[config.mk]
export PLATFORM = sky130hd
export DESIGN_NAME = locked_cla_adder_pipe
export DESIGN_NICKNAME = d
export VERILOG_FILES = /design/src/rtl/locked_cla_adder_pipe.sv
export SDC_FILE = /design/constraint.sdc
export NUM_CORES = 1
export LEC_CHECK = 0
export CAP_MARGIN = 20
export CORE_AREA = 2 2 124 126
export DETAILED_ROUTE_END_ITERATION = 6
export DIE_AREA = 0 0 126 128
export DONT_BUFFER_PORTS = 1
export GPL_TIMING_DRIVEN = 0
export MAX_ROUTING_LAYER = met4
export PLACE_DENSITY = 0.76
export SETUP_SLACK_MARGIN = 0.1
export SLEW_MARGIN = 40
export SYNTH_ARGS = -nofsm -noshare
export SYNTH_HDL_FRONTEND = slang
export SYNTH_SLANG_ARGS = --single-unit
[constraint.sdc]
create_clock -name clk_i -period 6.9 [get_ports clk_i]
set_input_delay 1.38 -clock clk_i [delete_from_list [all_inputs] [get_ports clk_i]]
set_output_delay 1.38 -clock clk_i [all_outputs]
set_load 0.05 [all_outputs]
[src/rtl/locked_cla_adder_pipe.sv]
// Key-locked, two-stage pipelined carry-lookahead adder with serial key load and
// valid/ready handshakes. The sum is XOR-masked by a fold of (loaded key ^ golden key).
module locked_cla_adder_pipe #(
  parameter int unsigned WIDTH      = 32,
  parameter int unsigned GROUP      = 4,
  parameter int unsigned KEY_WIDTH  = 64,
  parameter logic [63:0] KEY_GOLDEN = 64'hED06C024C5BF39E2
) (
  input  logic             clk_i,
  input  logic             rst_i,
  input  logic             key_start_i,
  input  logic             key_bit_i,
  input  logic             key_bit_valid_i,
  output logic             key_loaded_o,
  input  logic             in_valid_i,
  output logic             in_ready_o,
  input  logic [WIDTH-1:0] add1_i,
  input  logic [WIDTH-1:0] add2_i,
  input  logic             cin_i,
  output logic             out_valid_o,
  input  logic             out_ready_i,
  output logic [WIDTH:0]   result_o
);

  localparam int unsigned NGroups = WIDTH / GROUP;
  localparam int unsigned CntW    = $clog2(KEY_WIDTH + 1);
  localparam logic [KEY_WIDTH-1:0] KeyGolden = KEY_WIDTH'(KEY_GOLDEN);

  typedef enum logic [1:0] {StNokey, StShift, StReady} state_e;

  state_e               state_q, state_d;
  logic [KEY_WIDTH-1:0] key_q, key_d;
  logic [CntW-1:0]      cnt_q, cnt_d;

  logic                 s1_valid_q, s1_valid_d;
  logic [WIDTH-1:0]     s1_p_q, s1_g_q;
  logic [NGroups-1:0]   s1_gp_q, s1_gg_q;
  logic                 s1_cin_q;
  logic                 out_valid_q, out_valid_d;
  logic [WIDTH:0]       result_q, result_d;

  logic                 s1_load, s1_adv;
  logic [WIDTH-1:0]     p_d, g_d;
  logic [NGroups-1:0]   gp_d, gg_d;
  logic [WIDTH-1:0]     sum;
  logic                 carry_out;
  logic [KEY_WIDTH-1:0] diff;
  logic [WIDTH:0]       mask;

  // Stage 1 may move only into an empty or draining output register.
  assign s1_adv       = s1_valid_q && (!out_valid_q || out_ready_i);
  assign in_ready_o   = (state_q == StReady) && (!s1_valid_q || s1_adv);
  assign s1_load      = in_valid_i && in_ready_o;
  assign key_loaded_o = (state_q == StReady);
  assign out_valid_o  = out_valid_q;
  assign result_o     = result_q;

  // Key load FSM
  always_comb begin
    state_d = state_q;
    key_d   = key_q;
    cnt_d   = cnt_q;
    case (state_q)
      StNokey: begin
        if (key_start_i) begin
          state_d = StShift;
          key_d   = '0;
          cnt_d   = '0;
        end
      end
      StShift: begin
        if (key_start_i) begin
          key_d = '0;
          cnt_d = '0;
        end else if (key_bit_valid_i) begin
          key_d = {key_q[KEY_WIDTH-2:0], key_bit_i};
          cnt_d = cnt_q + 1'b1;
          if (cnt_q == CntW'(KEY_WIDTH - 1)) begin
            state_d = StReady;
          end
        end
      end
      StReady: begin
        // Reload only with an empty pipeline so in-flight results keep their key.
        if (key_start_i && !s1_valid_q && !out_valid_q) begin
          state_d = StShift;
          key_d   = '0;
          cnt_d   = '0;
        end
      end
      default: state_d = StNokey;
    endcase
  end

  // Stage 1 propagate/generate, per bit and per group
  always_comb begin
    logic gpk;
    logic ggk;
    p_d = add1_i ^ add2_i;
    g_d = add1_i & add2_i;
    for (int k = 0; k < NGroups; k++) begin
      gpk = 1'b1;
      ggk = 1'b0;
      for (int b = 0; b < GROUP; b++) begin
        ggk = g_d[k*GROUP+b] | (p_d[k*GROUP+b] & ggk);
        gpk = gpk & p_d[k*GROUP+b];
      end
      gp_d[k] = gpk;
      gg_d[k] = ggk;
    end
  end

  // Stage 2: group lookahead feeds each group's carry-in; bits ripple inside a group.
  always_comb begin
    logic cg;
    logic c;
    sum = '0;
    cg  = s1_cin_q;
    for (int k = 0; k < NGroups; k++) begin
      c = cg;
      for (int b = 0; b < GROUP; b++) begin
        sum[k*GROUP+b] = s1_p_q[k*GROUP+b] ^ c;
        c = s1_g_q[k*GROUP+b] | (s1_p_q[k*GROUP+b] & c);
      end
      cg = s1_gg_q[k] | (s1_gp_q[k] & cg);
    end
    carry_out = cg;
  end

  assign diff = key_q ^ KeyGolden;

  always_comb begin
    mask = '0;
    for (int i = 0; i <= WIDTH; i++) begin
      for (int j = i; j < KEY_WIDTH; j += WIDTH + 1) begin
        mask[i] = mask[i] ^ diff[j];
      end
    end
  end

  always_comb begin
    s1_valid_d  = s1_load ? 1'b1 : (s1_adv ? 1'b0 : s1_valid_q);
    out_valid_d = s1_adv ? 1'b1 : (out_ready_i ? 1'b0 : out_valid_q);
    result_d    = s1_adv ? ({carry_out, sum} ^ mask) : result_q;
  end

  always_ff @(posedge clk_i or posedge rst_i) begin
    if (rst_i) begin
      state_q     <= StNokey;
      key_q       <= '0;
      cnt_q       <= '0;
      s1_valid_q  <= 1'b0;
      s1_p_q      <= '0;
      s1_g_q      <= '0;
      s1_gp_q     <= '0;
      s1_gg_q     <= '0;
      s1_cin_q    <= 1'b0;
      out_valid_q <= 1'b0;
      result_q    <= '0;
    end else begin
      state_q     <= state_d;
      key_q       <= key_d;
      cnt_q       <= cnt_d;
      s1_valid_q  <= s1_valid_d;
      out_valid_q <= out_valid_d;
      result_q    <= result_d;
      if (s1_load) begin
        s1_p_q   <= p_d;
        s1_g_q   <= g_d;
        s1_gp_q  <= gp_d;
        s1_gg_q  <= gg_d;
        s1_cin_q <= cin_i;
      end
    end
  end

endmodule

==> qor.yml, run 1 <==
status: "completed"
drc_errors: 0
vias: 6019
ir_drop_v: 0.000194
power_leakage_nw: 5.14
clock_latency_ns: 0.44
core_um2: 14900
clk_pin_slew_ns: 0.06
dr.first_iter.drc_count: 459
synth_nets: 945
initial_core_util_pct: 58.7
hpwl_mm: 14.0
io_pins: 108
fill_cells: 1143
synth_top_area_share_pct: 51.9
cts_tree: "done"
synth-edff-count: 0
place_congestion: 0.869
slew_headroom_pct: 53.5
period_needed_ns: 3.40
finClkSkew_ns: 0.00939
syn_inst: 816
drt_wl_total_mm: 19.3
hold_buffers: 0
grt_start_max_net_pins: 85
multi_input_area_um2: 4000
regArea_um2: 4530
post-cts-setup-buffers: 0
path_buf_inv: 0
yosysUniqueCellTypes: 46
dieWidth_um: 126
die_area_um2: 16100
yosys_register_bits: 181
cp_slowest_cell: "a21oi_2"
min-delay-start: "s1_gg_q[7]"
diodes: 0
utilization_pct: 64.6
rsz0062_at_grt: "no"
rr_worst_depth: 13
cap_violations: 0
maxSlewViolCount: 0
synthFlopType: "dfrtp_1"
seq_area_frac_synth_pct: 51.9
area_delta_synth_final_pct: 10.1
drt_pre_antenna_iters: 4
synth_area_um2: 8730
crit_start: "out_ready_i"
slowest_delay_ns: 0.57
htreeDepth: 4
tightest_slew_ns: 0.698
fin_crit_sh_pct: 49.3
path_cells: "nor2b_1, a21oi_2"
yosys_warnings: 0
io_buffers: 0
cp_num_cells: 2
critical_path_required_ns: 5.52
worstHoldPathCells: 2
max_freq_mhz: 294
cp.arrival_ns: 2.02
rows: 45
ys_async_sr_fraction_pct: 100
ys_top_cells_by_area: "dfrtp_1 52%, ha_1 8.2%, nand2_1 7.7%"
clock-root-buffer: "clkbuf_16"
grt_pass1_vias: 6304
crit_fanout: 5
nNetsFinal: 966
die-height_um: 128
postSynthAreaPerCell_um2: 10.7
clock-sinks: 181
wl_per_cell_um: 18.6
overflow: 0
ctsResizeCount: 0
post_route_cells_drive_above_1_share_pct: 16.4
criticalPathCategory: "in -> out"
viasPerCell: 5.80
grt_pass1_wl_mm: 31.4
hold_violations: 0
startpoint_type: "input port"
crit_family: "compound AO/OA/AOI/OAI gates"
synth_top_area_cell: "dfrtp_1"
finalSetupTns_ns: 0
ant_nets: 0
worst_hold_path_type: "reg -> reg"
cts_buffers: 17
end_kind: "output pin"
power_density_nw_per_um2: 230
cts_buffer_depth: 2
r2r_start: "s1_cin_q"
antenna_found_initial: 0
grt_use_total_pct: 25.8
finalSetupViolCount: 0
final timing paths:
| path | end | slack (ns) |
|---|---|---|
| max | in_ready_o | 3.50 |
| min | s1_gg_q[7] | 0.49 |
| max reg2reg | result_o[23] | 3.68 |
| min reg2reg | s1_gg_q[7] | 0.49 |
| max in group asynchronous | key_q[22] | 5.41 |
| min in group asynchronous | s1_g_q[1] | 0.77 |
Yosys cell counts, drive strengths merged (2+ instances only):
master   count
o21ai       57
mux2        60
a21o        22
xor2        19
dfrtp      181
or4b         2
buf         25
clkbuf      12
o2111ai      2
ha          57
nand3       70
nand2b       2
o21a         3
xnor2       52
nand2      181
o21bai       2
nor2        11
a21oi       12
nand4        8
or2         17
nor3b        2
inv          3
o31ai        2
state kept, by name (all words and copies together) (netlist names):
signal,flops
state_q,2
key_q,64
out_valid_o,1
s1_valid_q,1
s1_gp_q,8
s1_p_q,32
s1_cin_q,1
cnt_q,7
result_o,33
s1_g_q,24
s1_gg_q,8
logic make-up after synthesis:
kind of cell             after synthesis  share of synthesized area, %
flip-flops                           181                          51.9
adder cells (fa/ha/maj)               57                          8.17
multiplexers                          60                          7.74
AO/OA/AOI/OAI                        106                          7.34
AND/OR/NAND/NOR                      301                          15.4
XOR/XNOR                              71                          7.13
buffers and inverters                 40                          2.32
stage by stage:
step                cell area (um^2)  instances  hold WS (ns)  worst slack (ns)  total power [mW]
floorplan                       8730        816         0.444             0.605              1.23
global placement                8960       1004         0.468             -1.04              1.26
detailed placement              9030       1006         0.482              3.52              1.27
CTS                             9610       1038         0.496              3.51              2.23
global route                    9610       1038         0.521              3.50              2.30
finish                          9610       1038         0.494              3.50              2.21
per-layer routing:
layer,vias up,share of wire (%),track usage [%]
met3,42,5.7,6.43
met4,0,3.4,12.2
met5,-,0,-
met1,2960,42,31.1
li1,2830,-,-
met2,187,49,41.3
placed cells by master (no fill, tap or decap), types with 3 or more instances in the layout:
cell	instances
o21ai_0	52
dfrtp_1	181
nand3_1	70
buf_2	21
clkinv_2	3
xnor2_1	52
nand2_1	180
mux2_2	56
nor2_1	11
or2_2	17
mux2_1	4
buf_6	3
ha_1	57
nand4_1	8
xor2_1	19
clkbuf_1	16
clkbuf_16	17
a21oi_1	11
clkbuf_8	3
o21ai_1	3
o21a_1	3
a21o_1	22
tightest hold or removal path, delay by kind of cell (launching register included):
kind | cells | cell delay (ns)
AOI/OAI and AO/OA | 1 | 0.06
DFF | 1 | 0.35
and+or+nand+nor | 1 | 0.05
power breakdown:
| part | total, mW | internal [mW] | switching, mW |
|---|---|---|---|
| sequential | 1.11 | 1.08 | 0.0281 |
| clock | 0.961 | 0.561 | 0.400 |
| combinational | 0.147 | 0.0576 | 0.0896 |
| total | 2.21 | 1.70 | 0.517 |
final cells by class:
type	instances	area share, %
sequential	181	47.1
multi-input combinational	595	41.6
clock buffer	24	5.01
tap	188	2.45
buffer	37	1.99
clock inverter	8	1.03
timing repair buffer	2	0.573
inverter	3	0.195
Note: power is estimated with default switching activity, not from simulation.
==> run 2, diff against run 1 <==
CORE_AREA = 2 2 126 128   (was 2 2 124 126)
DIE_AREA = 0 0 128 130   (was 0 0 126 128)
PLACE_DENSITY = 0.77   (was 0.76)
clock period = 3.08 ns   (was 6.9 ns; I/O delays follow)
==> qor.yml, run 2 (same netlist as run 1, synthesis figures left out) <==
wl_met1_mm: 8.42  # was 8.08 mm
io_buffers: 0  # unchanged
antenna_found_initial: 1  # was 0
wl_met3_um: 927  # was 1.09 mm
cts_tree: "done"  # unchanged
finClkSkew_ns: 0.00810  # was 0.00939 ns
drc_errors: 0  # unchanged
route.met2.wl_mm: 9.41  # was 9.47 mm
end_kind: "flip-flop"  # was output pin
io_pins: 108  # unchanged
criticalPathCategory: "reg -> reg"  # was in -> out
power_leakage_nw: 5.29  # was 5.14 nW
regToRegSetupSlack_ns: 0.15  # was 3.68 ns
path_buf_inv: 0  # unchanged
htreeDepth: 4  # unchanged
crit_family: "compound AO/OA/AOI/OAI gates"  # unchanged
area_delta_synth_final_pct: 14.9  # was 10.1%
rr_worst_depth: 12  # was 13
placed_area_um2: 9170  # was 9030 um^2
core_um2: 15400  # was 14,900 um^2
grt_use_total_pct: 25.1  # was 25.8%
clock_latency_ns: 0.44  # about the same
grt_start_max_net_pins: 26  # was 85
wl_per_cell_um: 18.3  # was 18.6 um
hold_buffers: 0  # unchanged
place_ws_ns: -0.222  # was 3.52 ns
cp_slowest_cell: "dfrtp_1"  # was a21oi_2
r2r-end: "result_o[30]"  # was result_o[23]
cts_buffer_depth: 2  # unchanged
drt_pre_antenna_iters: 4  # unchanged
rsz0062_at_grt: "yes"  # was no
viasPerCell: 5.71  # was 5.80
cpMostUsedCell: "ha_2"
highest_layer: "met4"  # unchanged
slew_headroom_pct: 55.3  # was 53.5%
worst_hold_path_type: "in -> async"  # was reg -> reg
nNetsFinal: 978  # was 966
drt_wl_total_mm: 19.3  # about the same
clk_pin_slew_ns: 0.06  # about the same
maxSlewViolCount: 0  # unchanged
startpoint_type: "flip-flop"  # was input port
fin_area_um2: 10000  # was 9610 um^2
slowest_delay_ns: 0.43  # was 0.57 ns
crit_fanout: 2  # was 5
fin_crit_sh_pct: 95.1
final_cell_mix: "181 x dfrtp_1, 180 x nand2_1, 70 x nand3_1, 56 x mux2_2"  # was 181 x dfrtp_1, 180 x nand2_1, 70 x nand3_1, 57 x ha_1, 56 x mux2_2
rows: 46  # was 45
power_density_nw_per_um2: 523  # was 230 nW/um^2
cts_buffers: 17  # unchanged
tightest_slew_ns: 0.672  # was 0.698 ns
clock-root-buffer: "clkbuf_16"  # unchanged
vias: 6023  # was 6,019
place_congestion: 0.808  # was 0.869
layout_commonest_cell: "dfrtp_1"  # unchanged
ant_nets: 0  # unchanged
hold_violations: 0  # unchanged
post_route_cells_drive_above_1_share_pct: 19.8  # was 16.4%
dieWidth_um: 128  # was 126 um
period_needed_ns: 2.93
path_cells: "a211oi_4, o21a_1, o21bai_2, a21o_1, ha_2, or2_2, ha_2, or2_4, ha_4, xor2_2, xnor2_1, o21ai_1"  # was nor2b_1, a21oi_2
status: "completed"  # unchanged
overflow: 0  # unchanged
cp.arrival_ns: 3.23  # was 2.02 ns
clock-sinks: 181  # unchanged
die-height_um: 130  # was 128 um
grt_pass1_vias: 6136  # was 6,304
max_freq_mhz: 341
die_area_um2: 16600  # was 16,100 um^2
finalSetupViolCount: 0  # unchanged
ir_drop_v: 0.000426  # was 0.000194 V
dr.first_iter.drc_count: 394  # was 459
regMostFlops: "key_q"  # unchanged
grt_pass1_wl_mm: 31.1  # was 31.4 mm
critical_path_required_ns: 3.38  # was 5.52 ns
hpwl_mm: 13.7  # was 14.0 mm
initial_core_util_pct: 56.6  # was 58.7%
cap_violations: 0  # unchanged
largest_register_ffs: 64  # unchanged
setup_slack_ns: 0.152  # was 3.50 ns
r2r_start: "s1_cin_q"  # unchanged
## run 2: timing repair
action                     in CTS  in global routing
setup endpoints to repair       8                  7
buffers inserted                5                  1
gates resized for setup         9                 25
pin swaps                      11                 16
## run 2: worst register-to-register path, delay by kind of cell (launching register included)
family	cells	cell delay (ns)
compound gates	5	0.90
fa+ha+maj	3	0.62
simple gates	2	0.54
flops	1	0.43
xor+xnor	2	0.30
## run 2: layout make-up
class / instances / area (um^2)
Timing Repair Buffer: 14 / 243
Tap cell: 192 / 240
Buffer: 37 / 191
Antenna cell: 1 / 2.50
Clock buffer: 24 / 482
Sequential cell: 181 / 4530
Fill cell: 1196 / 5400
Clock inverter: 8 / 170
Inverter: 3 / 15.0
Multi-Input combinational cell: 595 / 4150
## run 2: power breakdown
part / switching, mW / internal (mW) / total, mW
clock network: 0.901 / 1.50 / 2.41
registers: 0.0642 / 2.41 / 2.48
logic: 0.209 / 0.154 / 0.363
total: 1.17 / 4.07 / 5.25
## run 2: worst max-delay path by stage
stage,slack (ns),from,end,depth (start not counted)
floorplan,0.14,rst_i,cnt_q[0],1
global placement,-0.85,rst_i,s1_p_q[11],1
detailed placement,-0.22,s1_cin_q,result_o[22],12
CTS,0.10,s1_gp_q[0],result_o[30],12
global route,0.01,s1_cin_q,result_o[30],12
finish,0.15,s1_cin_q,result_o[30],12
## run 2: metrics by stage
step | std cells | utilization [%] | power, mW | hold slack (ns) | setup TNS (ns)
after floorplan | 816 | - | 2.75 | 0.444 | 0
after global placement | 1008 | 58.2 | 2.84 | 0.466 | -152.75
after detailed placement | 1016 | 59.5 | 2.87 | 0.473 | -0.735
after CTS | 1053 | 64.1 | 5.26 | 0.0904 | 0
after global routing | 1055 | 65.0 | 5.42 | 0.103 | 0
final | 1055 | 65.0 | 5.25 | 0.0836 | 0
## run 2: metal layers
layer  global-route usage, %  vias up
met3                    5.74       34
met2                    40.5      156
met1                    31.5     2979
met4                    8.92        0
li1                        -     2854
met5                       -        -
==> run 3, diff against run 2 <==
CORE_AREA = 2 2 124 126   (was 2 2 126 128)
DIE_AREA = 0 0 126 128   (was 0 0 128 130)
PLACE_DENSITY = 0.76   (was 0.77)
clock period = 3.5 ns   (was 3.08 ns; I/O delays follow)
==> qor.yml, run 3 (same netlist as run 1, synthesis figures left out) <==
met1_usage_pct: 30.8  # was 31.5%
viasPerCell: 5.89  # was 5.71
power_density_nw_per_um2: 436  # was 523 nW/um^2
largest_register_ffs: 64  # unchanged
clock_latency_ns: 0.43  # was 0.44 ns
cts_tree: "done"  # unchanged
crit_family: "compound AO/OA/AOI/OAI gates"  # unchanged
hpwl_mm: 14.3  # was 13.7 mm
rr_worst_depth: 12  # unchanged
drt_wl_total_mm: 19.3  # about the same
ir_drop_v: 0.000392  # was 0.000426 V
fin_crit_sh_pct: 93.1  # was 95.1%
criticalPathCategory: "reg -> reg"  # unchanged
startpoint_type: "flip-flop"  # unchanged
cpMostUsedCell: "ha_1"  # was ha_2
fin_area_um2: 9690  # was 10,000 um^2
cts_buffer_depth: 2  # unchanged
maxSlewViolCount: 0  # unchanged
regMostFlops: "key_q"  # unchanged
tightest_slew_ns: 0.680  # was 0.672 ns
clk_pin_slew_ns: 0.06  # about the same
slew_headroom_pct: 54.5  # was 55.3%
path_cells: "a211oi_2, o21bai_1, a21o_1, a21o_1, ha_1, or2_2, ha_1, or2_2, ha_1, xor2_1, xnor2_1, o21ai_0"  # was a211oi_4, o21a_1, o21bai_2, a21o_1, ha_2, or2_2, ha_2, or2_4, ha_4, xor2_2, xnor2_1, o21ai_1
path_buf_inv: 0  # unchanged
cp_num_cells: 12  # unchanged
placed_area_um2: 9150  # was 9170 um^2
overflow: 0  # unchanged
met2_usage_pct: 43.8  # was 40.5%
endpoint: "result_o[22]"  # was result_o[30]
diodes: 0  # was 1
r2r-end: "result_o[22]"  # was result_o[30]
r2r_start: "s1_cin_q"  # unchanged
clock-sinks: 181  # unchanged
ant_nets: 0  # unchanged
post_route_cells_drive_above_1_share_pct: 17.0  # was 19.8%
wl_per_cell_um: 18.6  # was 18.3 um
dr.first_iter.drc_count: 499  # was 394
period_needed_ns: 3.26  # was 2.93 ns
vias: 6129  # was 6,023
place_congestion: 0.853  # was 0.808
met3_usage_pct: 5.34  # was 5.74%
cts_buffers: 17  # unchanged
core_um2: 14900  # was 15,400 um^2
area_delta_synth_final_pct: 11.0  # was 14.9%
finalSetupViolCount: 0  # unchanged
regToRegSetupSlack_ns: 0.24  # was 0.15 ns
rows: 45  # was 46
status: "completed"  # unchanged
crit_start: "s1_cin_q"  # unchanged
fill_cells: 1112  # was 1,196
layout_commonest_cell: "dfrtp_1"  # unchanged
drt_pre_antenna_iters: 7  # was 4
rsz0062_at_grt: "no"  # was yes
nNetsFinal: 972  # was 978
power_leakage_nw: 5.19  # was 5.29 nW
clock-root-buffer: "clkbuf_16"  # unchanged
cp_slowest_cell: "dfrtp_1"  # unchanged
antenna_found_initial: 0  # was 1
finClkSkew_ns: 0.00794  # was 0.00810 ns
dieWidth_um: 126  # was 128 um
finalSetupTns_ns: 0  # unchanged
cp.arrival_ns: 3.53  # was 3.23 ns
die-height_um: 128  # was 130 um
cap_violations: 0  # unchanged
htreeDepth: 4  # unchanged
max_freq_mhz: 307  # was 341 MHz
busiest_layer: "met2"  # unchanged
critical_path_required_ns: 3.77  # was 3.38 ns
grt_pass1_wl_mm: 31.5  # was 31.1 mm
crit_fanout: 4  # was 2
hold_violations: 0  # unchanged
holdWs_ns: 0.131  # was 0.0836 ns
drc_errors: 0  # unchanged
io_buffers: 0  # unchanged
grt_pass1_vias: 6262  # was 6,136
hold_buffers: 0  # unchanged
end_kind: "flip-flop"  # unchanged
final_cell_mix: "181 x dfrtp_1, 180 x nand2_1, 70 x nand3_1, 57 x ha_1, 56 x mux2_2"  # was 181 x dfrtp_1, 180 x nand2_1, 70 x nand3_1, 56 x mux2_2
io_pins: 108  # unchanged
grt_use_total_pct: 25.9  # was 25.1%
die_area_um2: 16100  # was 16,600 um^2
grt_start_max_net_pins: 28  # was 26
worst_hold_path_type: "in -> async"  # unchanged
slowest_delay_ns: 0.44  # was 0.43 ns
initial_core_util_pct: 58.7  # was 56.6%
-- run 3: changes by cell type in the layout (fill, tap and decap cells not counted), moves of 4 or more --
cell and delta:
bufinv_16 -5, ha_2 -4, or2_2 +5, o21ai_0 +4
ha_4 -4, buf_4 -6, ha_1 +8, or2_4 -5
clkinv_2 +4
-- run 3: worst min path at each step --
stage	from	to	cells past startpoint
final	rst_i	result_o[29]	1
after global routing	rst_i	result_o[31]	1
after CTS	rst_i	result_o[29]	1
after detailed placement	s1_gp_q[2]	s1_gp_q[2]	2
after global placement	s1_gp_q[2]	s1_gp_q[2]	2
after floorplan	s1_gp_q[2]	s1_gp_q[2]	2
-- run 3: layer usage --
metal,vias to the layer above,wire [um],share of wire (%)
met5,-,0,0
met4,0,512,2.6
met3,46,1060,5.5
met2,203,9780,51
met1,3040,7980,41
li1,2840,-,-
-- run 3: worst reg2reg max path, stage by stage (launching register included) --
cell and delay (ns):
dfrtp_1 0.44, a211oi_2 0.29, o21bai_1 0.20, a21o_1 0.26, a21o_1 0.23, ha_1 0.19, or2_2 0.29, ha_1 0.17
or2_2 0.30, ha_1 0.30, xor2_1 0.18, xnor2_1 0.14, o21ai_0 0.11
-- run 3: stage by stage --
step | setup WS, ns | total power [mW] | instances | utilization [%]
2_1_floorplan | 0.477 | 2.42 | 816 | -
3_3_place_gp | -0.368 | 2.49 | 1004 | 60.3
3_5_place_dp | 0.200 | 2.53 | 1012 | 61.6
4_1_cts | 0.159 | 4.25 | 1041 | 65.1
5_1_grt | 0.116 | 4.37 | 1041 | 65.2
6_report | 0.243 | 4.22 | 1041 | 65.2
-- run 3: repair_timing --
action,4_1_cts,5_1_grt
setup endpoints to repair,0,3
resized for setup,0,1
setup buffers,0,0
-- run 3: layout make-up --
class / instances / area [um^2] / share of cell area (%)
Inverter: 3 / 15.0 / 0.155
Tap cell: 188 / 235 / 2.43
Multi-Input combinational cell: 595 / 4000 / 41.3
Clock buffer: 24 / 502 / 5.18
Sequential cell: 181 / 4530 / 46.8
Clock inverter: 5 / 25.0 / 0.258
Buffer: 37 / 191 / 1.98
Timing Repair Buffer: 8 / 185 / 1.91
-- run 3: power breakdown --
group          switching [mW]  internal [mW]
combinational           0.181          0.128
sequential             0.0557           2.12
clock                   0.749          0.984
total                   0.986           3.24
